### config.mk
export PLATFORM = sky130hd
export DESIGN_NAME = match_timer_flat
export DESIGN_NICKNAME = d
export VERILOG_FILES = /design/src/rtl/match_timer_if.sv /design/src/rtl/match_timer.sv /design/src/flat_wrapper.sv
export SDC_FILE = /design/constraint.sdc
export NUM_CORES = 1
export LEC_CHECK = 0
export CORE_ASPECT_RATIO = 1.75
export CORE_MARGIN = 1
export CORE_UTILIZATION = 45
export DETAILED_ROUTE_END_ITERATION = 12
export GPL_ROUTABILITY_DRIVEN = 0
export PLACE_DENSITY = 0.63
export SLEW_MARGIN = 15
export SYNTH_ARGS = -nofsm -noshare
export SYNTH_HDL_FRONTEND = slang
export SYNTH_SLANG_ARGS = --single-unit
export TNS_END_PERCENT = 50
### constraint.sdc
create_clock -name clk25 -period 2.6 [get_ports clk25]
set_input_delay 0.52 -clock clk25 [delete_from_list [all_inputs] [get_ports clk25]]
set_output_delay 0.52 -clock clk25 [all_outputs]
set_load 0.03 [all_outputs]
### src/rtl/match_timer_if.sv
// Control and status bundle for match_timer: game-side controls in, time and flags out.
interface match_timer_if #(
    parameter int SEC_W  = 8,
    parameter int DIGITS = 3
);
    logic                  start;
    logic                  pause;
    logic                  restart;
    logic [SEC_W-1:0]      seconds_left;
    logic [4*DIGITS-1:0]   bcd;
    logic                  running;
    logic                  warn;
    logic                  time_over;
    logic                  time_over_pulse;
    logic                  overtime;

    modport master (
        output start, pause, restart,
        input  seconds_left, bcd, running, warn, time_over, time_over_pulse, overtime
    );

    modport slave (
        input  start, pause, restart,
        output seconds_left, bcd, running, warn, time_over, time_over_pulse, overtime
    );
endinterface

### src/rtl/match_timer.sv
// Match clock: counts MATCH_SECONDS down in binary and packed BCD off a clk25 prescaler.
// Optional overtime count-up is enabled by defining MATCH_TIMER_OVERTIME_EN.
module match_timer #(
    parameter int TICK_DIV      = 25000000,
    parameter int MATCH_SECONDS = 180,
    parameter int SEC_W         = 8,
    parameter int DIGITS        = 3,
    parameter int WARN_SECONDS  = 10
) (
    input  logic         clk25,
    input  logic         reset,
    match_timer_if.slave bus
);
    localparam int PW = $clog2(TICK_DIV);
    localparam int BW = 4 * DIGITS;

    function automatic logic [BW-1:0] to_bcd(input int v);
        logic [BW-1:0] r;
        int            t;
        r = '0;
        t = v;
        for (int i = 0; i < DIGITS; i++) begin
            r[4*i +: 4] = 4'(t % 10);
            t = t / 10;
        end
        return r;
    endfunction

    // Borrow ripples up through digits that are already 0.
    function automatic logic [BW-1:0] bcd_dec(input logic [BW-1:0] b);
        logic [BW-1:0] r;
        logic          brw;
        r   = b;
        brw = 1'b1;
        for (int i = 0; i < DIGITS; i++) begin
            if (brw) begin
                if (b[4*i +: 4] == 4'd0) begin
                    r[4*i +: 4] = 4'd9;
                end else begin
                    r[4*i +: 4] = b[4*i +: 4] - 4'd1;
                    brw = 1'b0;
                end
            end
        end
        return r;
    endfunction

    localparam logic [BW-1:0]    BCD_INIT = to_bcd(MATCH_SECONDS);
    localparam logic [SEC_W-1:0] SEC_INIT = SEC_W'(MATCH_SECONDS);
    localparam logic [PW-1:0]    PRE_LAST = PW'(TICK_DIV - 1);

`ifdef MATCH_TIMER_OVERTIME_EN
    localparam int SEC_MAX = (2 ** SEC_W) - 1;
    localparam int BCD_MAX = (10 ** DIGITS) - 1;
    localparam int OT_MAX  = (SEC_MAX < BCD_MAX) ? SEC_MAX : BCD_MAX;

    function automatic logic [BW-1:0] bcd_inc(input logic [BW-1:0] b);
        logic [BW-1:0] r;
        logic          cy;
        r  = b;
        cy = 1'b1;
        for (int i = 0; i < DIGITS; i++) begin
            if (cy) begin
                if (b[4*i +: 4] == 4'd9) begin
                    r[4*i +: 4] = 4'd0;
                end else begin
                    r[4*i +: 4] = b[4*i +: 4] + 4'd1;
                    cy = 1'b0;
                end
            end
        end
        return r;
    endfunction
`endif

    typedef enum logic [2:0] {
        S_IDLE,
        S_RUN,
        S_PAUSED,
        S_OVER
`ifdef MATCH_TIMER_OVERTIME_EN
        ,
        S_OT,
        S_OT_PAUSED
`endif
    } state_t;

    state_t           state, state_nx;
    logic [PW-1:0]    pre, pre_nx;
    logic [SEC_W-1:0] sec, sec_nx;
    logic [BW-1:0]    bcd, bcd_nx;
    logic             pulse_nx, running_nx, over_nx, ot_nx, warn_nx;
    logic             running_q, over_q, ot_q, warn_q, pulse_q;
    logic             tick, go;

    assign tick = (pre == PRE_LAST);
    // pause outranks start, so a simultaneous pair never resumes.
    assign go   = bus.start && !bus.pause;

    always_comb begin
        state_nx = state;
        pre_nx   = pre;
        sec_nx   = sec;
        bcd_nx   = bcd;
        pulse_nx = 1'b0;
        if (bus.restart) begin
            state_nx = S_IDLE;
            pre_nx   = '0;
            sec_nx   = SEC_INIT;
            bcd_nx   = BCD_INIT;
        end else begin
            case (state)
                S_IDLE: begin
                    if (go) begin
                        state_nx = S_RUN;
                        pre_nx   = '0;
                    end
                end
                S_RUN: begin
                    pre_nx = tick ? '0 : pre + PW'(1);
                    if (tick && sec == SEC_W'(1)) begin
                        state_nx = S_OVER;
                        sec_nx   = '0;
                        bcd_nx   = '0;
                        pulse_nx = 1'b1;
                    end else begin
                        if (tick) begin
                            sec_nx = sec - SEC_W'(1);
                            bcd_nx = bcd_dec(bcd);
                        end
                        if (bus.pause) state_nx = S_PAUSED;
                    end
                end
                S_PAUSED: begin
                    if (go) state_nx = S_RUN;
                end
`ifdef MATCH_TIMER_OVERTIME_EN
                S_OVER: begin
                    if (go) begin
                        state_nx = S_OT;
                        pre_nx   = '0;
                    end
                end
                S_OT: begin
                    pre_nx = tick ? '0 : pre + PW'(1);
                    if (tick && int'(sec) < OT_MAX) begin
                        sec_nx = sec + SEC_W'(1);
                        bcd_nx = bcd_inc(bcd);
                    end
                    if (bus.pause) state_nx = S_OT_PAUSED;
                end
                S_OT_PAUSED: begin
                    if (go) state_nx = S_OT;
                end
`else
                S_OVER: ;
`endif
                default: state_nx = S_IDLE;
            endcase
        end
    end

    // Flags are decoded from the next state so they land on the same edge as the state.
    always_comb begin
        running_nx = 1'b0;
        over_nx    = 1'b0;
        ot_nx      = 1'b0;
        case (state_nx)
            S_RUN:       running_nx = 1'b1;
            S_OVER:      over_nx    = 1'b1;
`ifdef MATCH_TIMER_OVERTIME_EN
            S_OT: begin
                running_nx = 1'b1;
                over_nx    = 1'b1;
                ot_nx      = 1'b1;
            end
            S_OT_PAUSED: begin
                over_nx = 1'b1;
                ot_nx   = 1'b1;
            end
`endif
            default: ;
        endcase
        // Uses the current count, giving warn its one-cycle lag behind seconds_left.
        warn_nx = (state_nx == S_RUN) && (sec != '0) && (int'(sec) <= WARN_SECONDS);
    end

    always_ff @(posedge clk25 or posedge reset) begin
        if (reset) begin
            state     <= S_IDLE;
            pre       <= '0;
            sec       <= SEC_INIT;
            bcd       <= BCD_INIT;
            running_q <= 1'b0;
            over_q    <= 1'b0;
            ot_q      <= 1'b0;
            warn_q    <= 1'b0;
            pulse_q   <= 1'b0;
        end else begin
            state     <= state_nx;
            pre       <= pre_nx;
            sec       <= sec_nx;
            bcd       <= bcd_nx;
            running_q <= running_nx;
            over_q    <= over_nx;
            ot_q      <= ot_nx;
            warn_q    <= warn_nx;
            pulse_q   <= pulse_nx;
        end
    end

    assign bus.seconds_left    = sec;
    assign bus.bcd             = bcd;
    assign bus.running         = running_q;
    assign bus.warn            = warn_q;
    assign bus.time_over       = over_q;
    assign bus.time_over_pulse = pulse_q;
`ifdef MATCH_TIMER_OVERTIME_EN
    assign bus.overtime        = ot_q;
`else
    assign bus.overtime        = 1'b0;
`endif
endmodule

### src/flat_wrapper.sv
// flat-port wrapper written by rule: the top's interface ports become plain ports
module match_timer_flat 
#(
    parameter int TICK_DIV      = 25000000,
    parameter int MATCH_SECONDS = 180,
    parameter int SEC_W         = 8,
    parameter int DIGITS        = 3,
    parameter int WARN_SECONDS  = 10
)
  (clk25, reset, bus_start, bus_pause, bus_restart, bus_seconds_left, bus_bcd, bus_running, bus_warn, bus_time_over, bus_time_over_pulse, bus_overtime);
  match_timer_if #(.SEC_W(SEC_W), .DIGITS(DIGITS)) bus_i ();
  input  logic clk25;
  input  logic reset;
  input wire logic [$bits(bus_i.start)-1:0] bus_start;
  input wire logic [$bits(bus_i.pause)-1:0] bus_pause;
  input wire logic [$bits(bus_i.restart)-1:0] bus_restart;
  output wire logic [$bits(bus_i.seconds_left)-1:0] bus_seconds_left;
  output wire logic [$bits(bus_i.bcd)-1:0] bus_bcd;
  output wire logic [$bits(bus_i.running)-1:0] bus_running;
  output wire logic [$bits(bus_i.warn)-1:0] bus_warn;
  output wire logic [$bits(bus_i.time_over)-1:0] bus_time_over;
  output wire logic [$bits(bus_i.time_over_pulse)-1:0] bus_time_over_pulse;
  output wire logic [$bits(bus_i.overtime)-1:0] bus_overtime;
  assign bus_i.start = bus_start;
  assign bus_i.pause = bus_pause;
  assign bus_i.restart = bus_restart;
  assign bus_seconds_left = bus_i.seconds_left;
  assign bus_bcd = bus_i.bcd;
  assign bus_running = bus_i.running;
  assign bus_warn = bus_i.warn;
  assign bus_time_over = bus_i.time_over;
  assign bus_time_over_pulse = bus_i.time_over_pulse;
  assign bus_overtime = bus_i.overtime;
  match_timer #(.TICK_DIV(TICK_DIV), .MATCH_SECONDS(MATCH_SECONDS), .SEC_W(SEC_W), .DIGITS(DIGITS), .WARN_SECONDS(WARN_SECONDS)) u_core (.clk25(clk25), .reset(reset), .bus(bus_i));
endmodule
==> flow_metrics.env, run 1 <==
export IMPL_critPathLaunchType="register"
export IMPL_cts_repair_resized=0
export IMPL_syn_inst=336
export IMPL_holdWs_ps=504
export IMPL_h_tree_depth=2
export IMPL_dr_total_vias=2689
export IMPL_synth_edf_count=0
export IMPL_drtIter0Drc=178
export IMPL_wl_met2_mm=4.37
export IMPL_clk_latency_ps=290
export IMPL_status="finished clean"
export IMPL_num_rows=40
export IMPL_worstMarginPinSlew_ps=482
export IMPL_antenna_found_initial=0
export IMPL_cts_root_buf="clkbuf_16"
export IMPL_drive_gt1_share_pct=13.7
export IMPL_grt_pass1_vias=2641
export IMPL_skew_ps=5.12
export IMPL_vdd_ir_drop_max_uv=297
export IMPL_grt_max_degree=53
export IMPL_critical_path_max_stage_delay_ps=530
export IMPL_ios=30
export IMPL_power_density_nw_per_um2=405
export IMPL_crit_fanout=5
export IMPL_cts_made_buffers=5
export IMPL_worstReg2RegEnd="u_core.bus.bcd[8]"
export IMPL_cts_tree="done"
export IMPL_r2r_start="u_core.bus.bcd[0]"
export IMPL_max_slew_margin_pct=67.0
export IMPL_vias_per_cell=5.91
export IMPL_reg2reg_setup_slack_ps=390
export IMPL_routed_top_layer="met4"
export IMPL_rsz0062_at_grt="false"
export IMPL_wl_met1_mm=3.03
export IMPL_track_usage_pct=22.7
export IMPL_wl_per_cell_um=16.9
export IMPL_synth_flop_cell="dfrtp_1"
export IMPL_place_hpwl_mm=5.69
export IMPL_setup_violations=0
export IMPL_yosysWarnings=0
export IMPL_min_period_ps=2210
export IMPL_hold_violations=0
export IMPL_timing_final_crit_share_pct=84.8
export IMPL_reg2reg_depth=6
export IMPL_clk_pin_slew_worst_paths_ps=70
export IMPL_met3WireLength_um=154
export IMPL_hold_start="u_core.pre[21]"
export IMPL_hold_path_end="u_core.pre[21]"
export IMPL_die_h_um=113
export IMPL_timing_fmax_mhz=453
export IMPL_cp_required_ps=2820
export IMPL_port_buffers=28
export IMPL_clockBufferDepth=2
export IMPL_routed_wl_mm=7.70
export IMPL_overflow=0
export IMPL_cts_setup_buffers=0
export IMPL_n_fill_cell=663
export IMPL_drv_cap=0
export IMPL_avgSynthCellArea_um2=9.45
export IMPL_drv_slew=0
export IMPL_die_w_um=65.5
export IMPL_dr_pass1_iters=4
export IMPL_start_util_pct=46.3
export IMPL_cp_top_family="compound AO/OA/AOI/OAI gates"
export IMPL_crit_buf_inv=1
export IMPL_syn_area_um2=3180
export IMPL_leakage_nw=1.51
export IMPL_crit_arrival_ps=2430
export IMPL_core_um2=6860
export IMPL_drc=0
export IMPL_area_growth_pct=17.5
export IMPL_critPathCaptureType="register"
export IMPL_synth_seq_cells=52
export IMPL_yosys_cell_types_count=70
export IMPL_postRouteAntennaNets=0
export IMPL_cts_sinks=52
export IMPL_path_class="register to register"
export IMPL_cp_slowest_cell="or3b_2"
export IMPL_nNetsFinal=386
export IMPL_hp_class="register to register"
export IMPL_n_antenna_cell=0
export IMPL_grt_pass1_wl_mm=12.8
export IMPL_synthArstFlopShare_pct=100
export IMPL_fin_setup_tns_ps=0
export IMPL_hold_depth=1
export IMPL_seq_area_frac_synth_pct=41.2
export IMPL_cts_hold_buf=0
export IMPL_cp_cell_sequence="inv_1, ha_1, or3b_2, o21ai_0, nand2_1, a211o_1"
export IMPL_die_area_um2=7410
[per-stage QoR]
| step | setup WS (ps) | area (µm²) | std cells | utilization, % | total power [mW] |
|---|---|---|---|---|---|
| final | 394 | 3730 | 455 | 54.4 | 1.51 |
| after global routing | 244 | 3730 | 455 | 54.4 | 1.57 |
| after CTS | 406 | 3730 | 455 | 54.4 | 1.53 |
| after detailed placement | 216 | 3600 | 448 | 52.5 | 0.893 |
| after global placement | 251 | 3600 | 448 | 52.5 | 0.893 |
| after floorplan | 572 | 3180 | 337 | - | 0.868 |
[where the power goes]
part | leakage [nW] | internal, mW | switching, mW
clock network | 0.0667 | 0.350 | 0.283
registers | 0.704 | 0.810 | 0.00235
logic | 0.738 | 0.0185 | 0.0457
[cell usage in the layout, fill, tap and decap left out, types with 3 or more instances in the layout]
master,netlist,final
nand3_1,13,13
a211oi_1,4,4
a2111oi_0,3,3
a22o_1,3,3
or4_1,4,4
clkbuf_16,0,5
dfstp_2,6,6
nand4_1,11,11
o21bai_1,3,3
nor4b_1,5,5
nand2b_1,3,3
or3_1,4,4
and3_1,5,5
a211o_1,3,3
a31oi_1,13,13
nand2_1,21,21
and4_1,4,4
nor2_1,33,33
inv_1,17,16
o21ai_0,14,14
clkdlybuf4s50_1,0,28
nor2b_1,3,3
xnor2_1,10,10
nor3_1,3,3
o31ai_1,3,3
a21oi_1,24,24
nor4_1,4,4
ha_1,10,10
buf_4,4,15
dfrtp_1,46,46
[worst max path at each step]
| stage | from | depth (start not counted) | endpoint |
|---|---|---|---|
| 2_1_floorplan | u_core.bus.bcd[0] | 6 | u_core.bus.bcd[8] |
| 3_3_place_gp | bus_start | 7 | u_core.pre[8] |
| 3_5_place_dp | bus_start | 7 | u_core.pre[8] |
| 4_1_cts | u_core.bus.bcd[0] | 6 | u_core.bus.bcd[8] |
| 5_1_grt | u_core.pre[0] | 7 | u_core.bus.seconds_left[3] |
| 6_report | u_core.bus.bcd[0] | 6 | u_core.bus.bcd[8] |
[per-layer routing]
layer	global-route usage (%)	vias to the layer above
met3	3.73	8
met5	0	-
li1	-	1317
met2	42.6	34
met1	24.3	1330
met4	8.70	0
[Yosys cell counts (4+ instances only)]
cell type  count  area share [%]
dfrtp_1       46              36
nor2_1        33             3.9
a21oi_1       24             3.8
nand2_1       21             2.5
inv_1         17             2.0
o21ai_0       14             2.2
a31oi_1       13             2.6
nand3_1       13             2.0
nand4_1       11             2.2
ha_1          10             3.9
xnor2_1       10             2.8
clkbuf_1       7            0.83
dfstp_2        6             5.0
and3_1         5            0.98
nor4b_1        5             1.4
a211oi_1       4            0.95
and4_1         4             1.1
buf_2          4            0.63
buf_4          4            0.95
nor4_1         4            0.79
or3_1          4            0.79
or4_1          4            0.95
[state kept, by name, indices dropped and copies added (netlist names)]
| register | cells |
|---|---|
| u_core.bus.warn | 1 |
| u_core.state | 3 |
| u_core.bus.time_over | 1 |
| u_core.bus.seconds_left | 8 |
| u_core.pre | 25 |
| u_core.bus.running | 1 |
| u_core.bus.bcd | 12 |
| u_core.bus.time_over_pulse | 1 |
[kinds of logic after synthesis]
group | after synthesis | share of synthesized area (%)
compound gates | 90 | 19.3
xor+xnor | 11 | 3.03
fa+ha+maj | 10 | 3.94
buf+inv | 34 | 5.16
flops | 52 | 41.2
mux | 1 | 0.354
other cells | 1 | 0.118
simple gates | 137 | 26.9
[layout make-up]
cell class	instances	area (µm²)	area share (%)
multi-input cells	251	1710	45.8
flip-flops and latches	52	1310	35.1
repair buffers	44	413	11.1
clock buffers	6	129	3.45
well taps	84	105	2.82
inverters	17	63.8	1.71
clock inverters	1	5.00	0.134
No activity file was read; power rests on OpenSTA's default activity.
==> run 2: changes to the inputs <==
PLACE_DENSITY = 0.66   (was 0.63)
clock period = 1.8 ns   (was 2.6 ns; I/O delays follow)
==> run 2 against run 1 <==
Compared with the run above: the run now ends with setup timing left; sequential share of layout area is 6.5 points lower; die area stayed put; clock-buffer cell count stayed put; cell count is 16% higher; flip-flop and latch count stayed put; clock skew is 2.9 ps higher; critical path depth is 1 higher; clock power is 82% higher; first-iteration DRC count is 6.7% higher; global-route usage is 2.7 points higher; final area is 23% higher; highest routed layer unchanged; wire length is 19% higher.
==> flow_metrics.env, run 2 (synthesized netlist as in run 1, its figures left out) <==
export IMPL_status="complete, but fails checks"
export IMPL_violations="setup timing"
export IMPL_drv_cap=0
export IMPL_core_um2=6860
export IMPL_p_clk_share_pct=46.9
export IMPL_start_util_pct=46.3
export IMPL_ios=30
export IMPL_cts_sinks=52
export IMPL_cp_cell_sequence="ha_4, nand3_4, buf_6, nor4_4, nand3_2, or4_4, a21oi_2"
export IMPL_n_fill_cell=537
export IMPL_worstReg2RegEnd="u_core.pre[16]"
export IMPL_rsz0062_at_grt="true"
export IMPL_setup_violations=12
export IMPL_overflow=0
export IMPL_p_sw_share_pct=21.9
export IMPL_clockBufferDepth=2
export IMPL_power_frac_comb_pct=5.2
export IMPL_drv_slew=0
export IMPL_cts_root_buf="clkbuf_16"
export IMPL_regMostFlops="u_core.pre"
export IMPL_vias_per_cell=5.95
export IMPL_power_density_nw_per_um2=534
export IMPL_design_area_um2=4590
export IMPL_largest_reg_flops=25
export IMPL_clk_pin_slew_worst_paths_ps=70
export IMPL_port_buffers=28
export IMPL_path_class="register to register"
export IMPL_h_tree_depth=2
export IMPL_cp_required_ps=2030
export IMPL_critPathLaunch="u_core.pre[1]"
export IMPL_reg2reg_depth=7
export IMPL_drive_gt1_share_pct=37.3
export IMPL_dr_total_vias=3130
export IMPL_grt_pass1_wl_mm=14.3
export IMPL_critPathCaptureType="register"
export IMPL_postRouteAntennaNets=0
export IMPL_die_h_um=113
export IMPL_hold_violations=0
export IMPL_switchingPower_mw=0.536
export IMPL_dpl_worst_slack_ps=-425
export IMPL_timing_final_crit_share_pct=105
export IMPL_final_util_pct=67.0
export IMPL_place_hpwl_mm=6.41
export IMPL_area_growth_pct=44.5
export IMPL_die_w_um=65.5
export IMPL_die_area_um2=7410
export IMPL_p_int_mw=1.91
export IMPL_dr_pass1_iters=4
export IMPL_layout_commonest_cell="buf_4"
export IMPL_leakage_nw=1.99
export IMPL_seqPwrFrac_pct=47.9
export IMPL_critPathLaunchType="register"
export IMPL_grt_max_degree=44
export IMPL_drtIter0Drc=190
export IMPL_timing_fmax_mhz=530
export IMPL_min_period_ps=1890
export IMPL_critical_path_max_stage_delay_ps=510
export IMPL_cts_tree="done"
export IMPL_cp_slowest_cell="or4_4"
export IMPL_cts_hold_buf=0
export IMPL_setup_ws_ps=-86.1
export IMPL_place_area_um2=4070
export IMPL_nNetsFinal=456
export IMPL_cts_made_buffers=5
export IMPL_grt_pass1_vias=3109
export IMPL_final_cell_mix="72 x buf_4, 42 x dfrtp_1, 30 x nor2_1"
export IMPL_clk_latency_ps=300
export IMPL_track_usage_pct=25.4
export IMPL_crit_fanout=5
export IMPL_r2r_start="u_core.pre[1]"
export IMPL_reg2reg_setup_slack_ps=-90
export IMPL_num_rows=40
export IMPL_power_mw=2.45
export IMPL_wl_per_cell_um=17.4
export IMPL_crit_arrival_ps=2110
export IMPL_routed_wl_mm=9.15
export IMPL_fin_setup_tns_ps=-466
export IMPL_vdd_ir_drop_max_uv=479
export IMPL_skew_ps=8.07
export IMPL_endpoint="u_core.pre[16]"
export IMPL_antenna_found_initial=0
export IMPL_hp_class="primary input to asynchronous set/reset pin"
export IMPL_n_antenna_cell=0
export IMPL_drc=0
==> run 2: through the flow <==
stage,hold WS (ps),instances
3_3_place_gp,500,508
6_report,301,526
2_1_floorplan,443,337
4_1_cts,308,521
3_5_place_dp,509,508
5_1_grt,344,526
==> run 2: final cells by class <==
cell class	count	area [µm²]	share of cell area (%)
flip-flops and latches	52	1310	28.6
well taps	84	105	2.29
multi-input cells	252	1970	42.9
clock buffers	6	139	3.02
repair buffers	113	963	21.0
inverters	17	63.8	1.39
clock inverters	2	38.8	0.845
==> run 2: timing repair <==
action                     CTS  global route
resized for setup           37            50
cloned                       1             1
setup endpoints to repair   58            42
pin swaps                   11            14
hold endpoints to repair     0             0
buffers inserted             4             4
==> run 2: worst min-delay path by stage <==
stage	from	endpoint	slack (ps)	cells after the start
2_1_floorplan	u_core.pre[24]	u_core.pre[24]	440	1
3_3_place_gp	u_core.pre[24]	u_core.pre[24]	500	1
3_5_place_dp	u_core.pre[24]	u_core.pre[24]	510	1
4_1_cts	reset	u_core.bus.seconds_left[6]	310	2
5_1_grt	reset	u_core.bus.seconds_left[6]	340	2
6_report	reset	u_core.bus.seconds_left[6]	300	2
==> run 2: worst max-delay path: cells and delay by family (launching register included) <==
family / cells / cell delay (ps)
AO/OA/AOI/OAI: 1 / 150
adder cells (fa/ha/maj): 1 / 170
buffers and inverters: 1 / 150
flip-flops: 1 / 390
AND/OR/NAND/NOR: 4 / 960
==> run 2: power groups by stage <==
stage | combinational [mW] | sequential [mW] | clock [mW]
floorplan | 0.0615 | 1.19 | 0
global placement | 0.110 | 1.19 | 0
detailed placement | 0.112 | 1.19 | 0
CTS | 0.113 | 1.17 | 1.17
global route | 0.139 | 1.17 | 1.20
finish | 0.128 | 1.17 | 1.15
==> run 2: per-layer routing <==
metal | track usage (%) | up-vias | part of all wire, %
li1 | - | 1466 | -
met1 | 24.9 | 1540 | 35
met2 | 48.0 | 87 | 57
met3 | 4.03 | 37 | 3.1
met4 | 14.3 | 0 | 4.7
met5 | 0 | - | 0
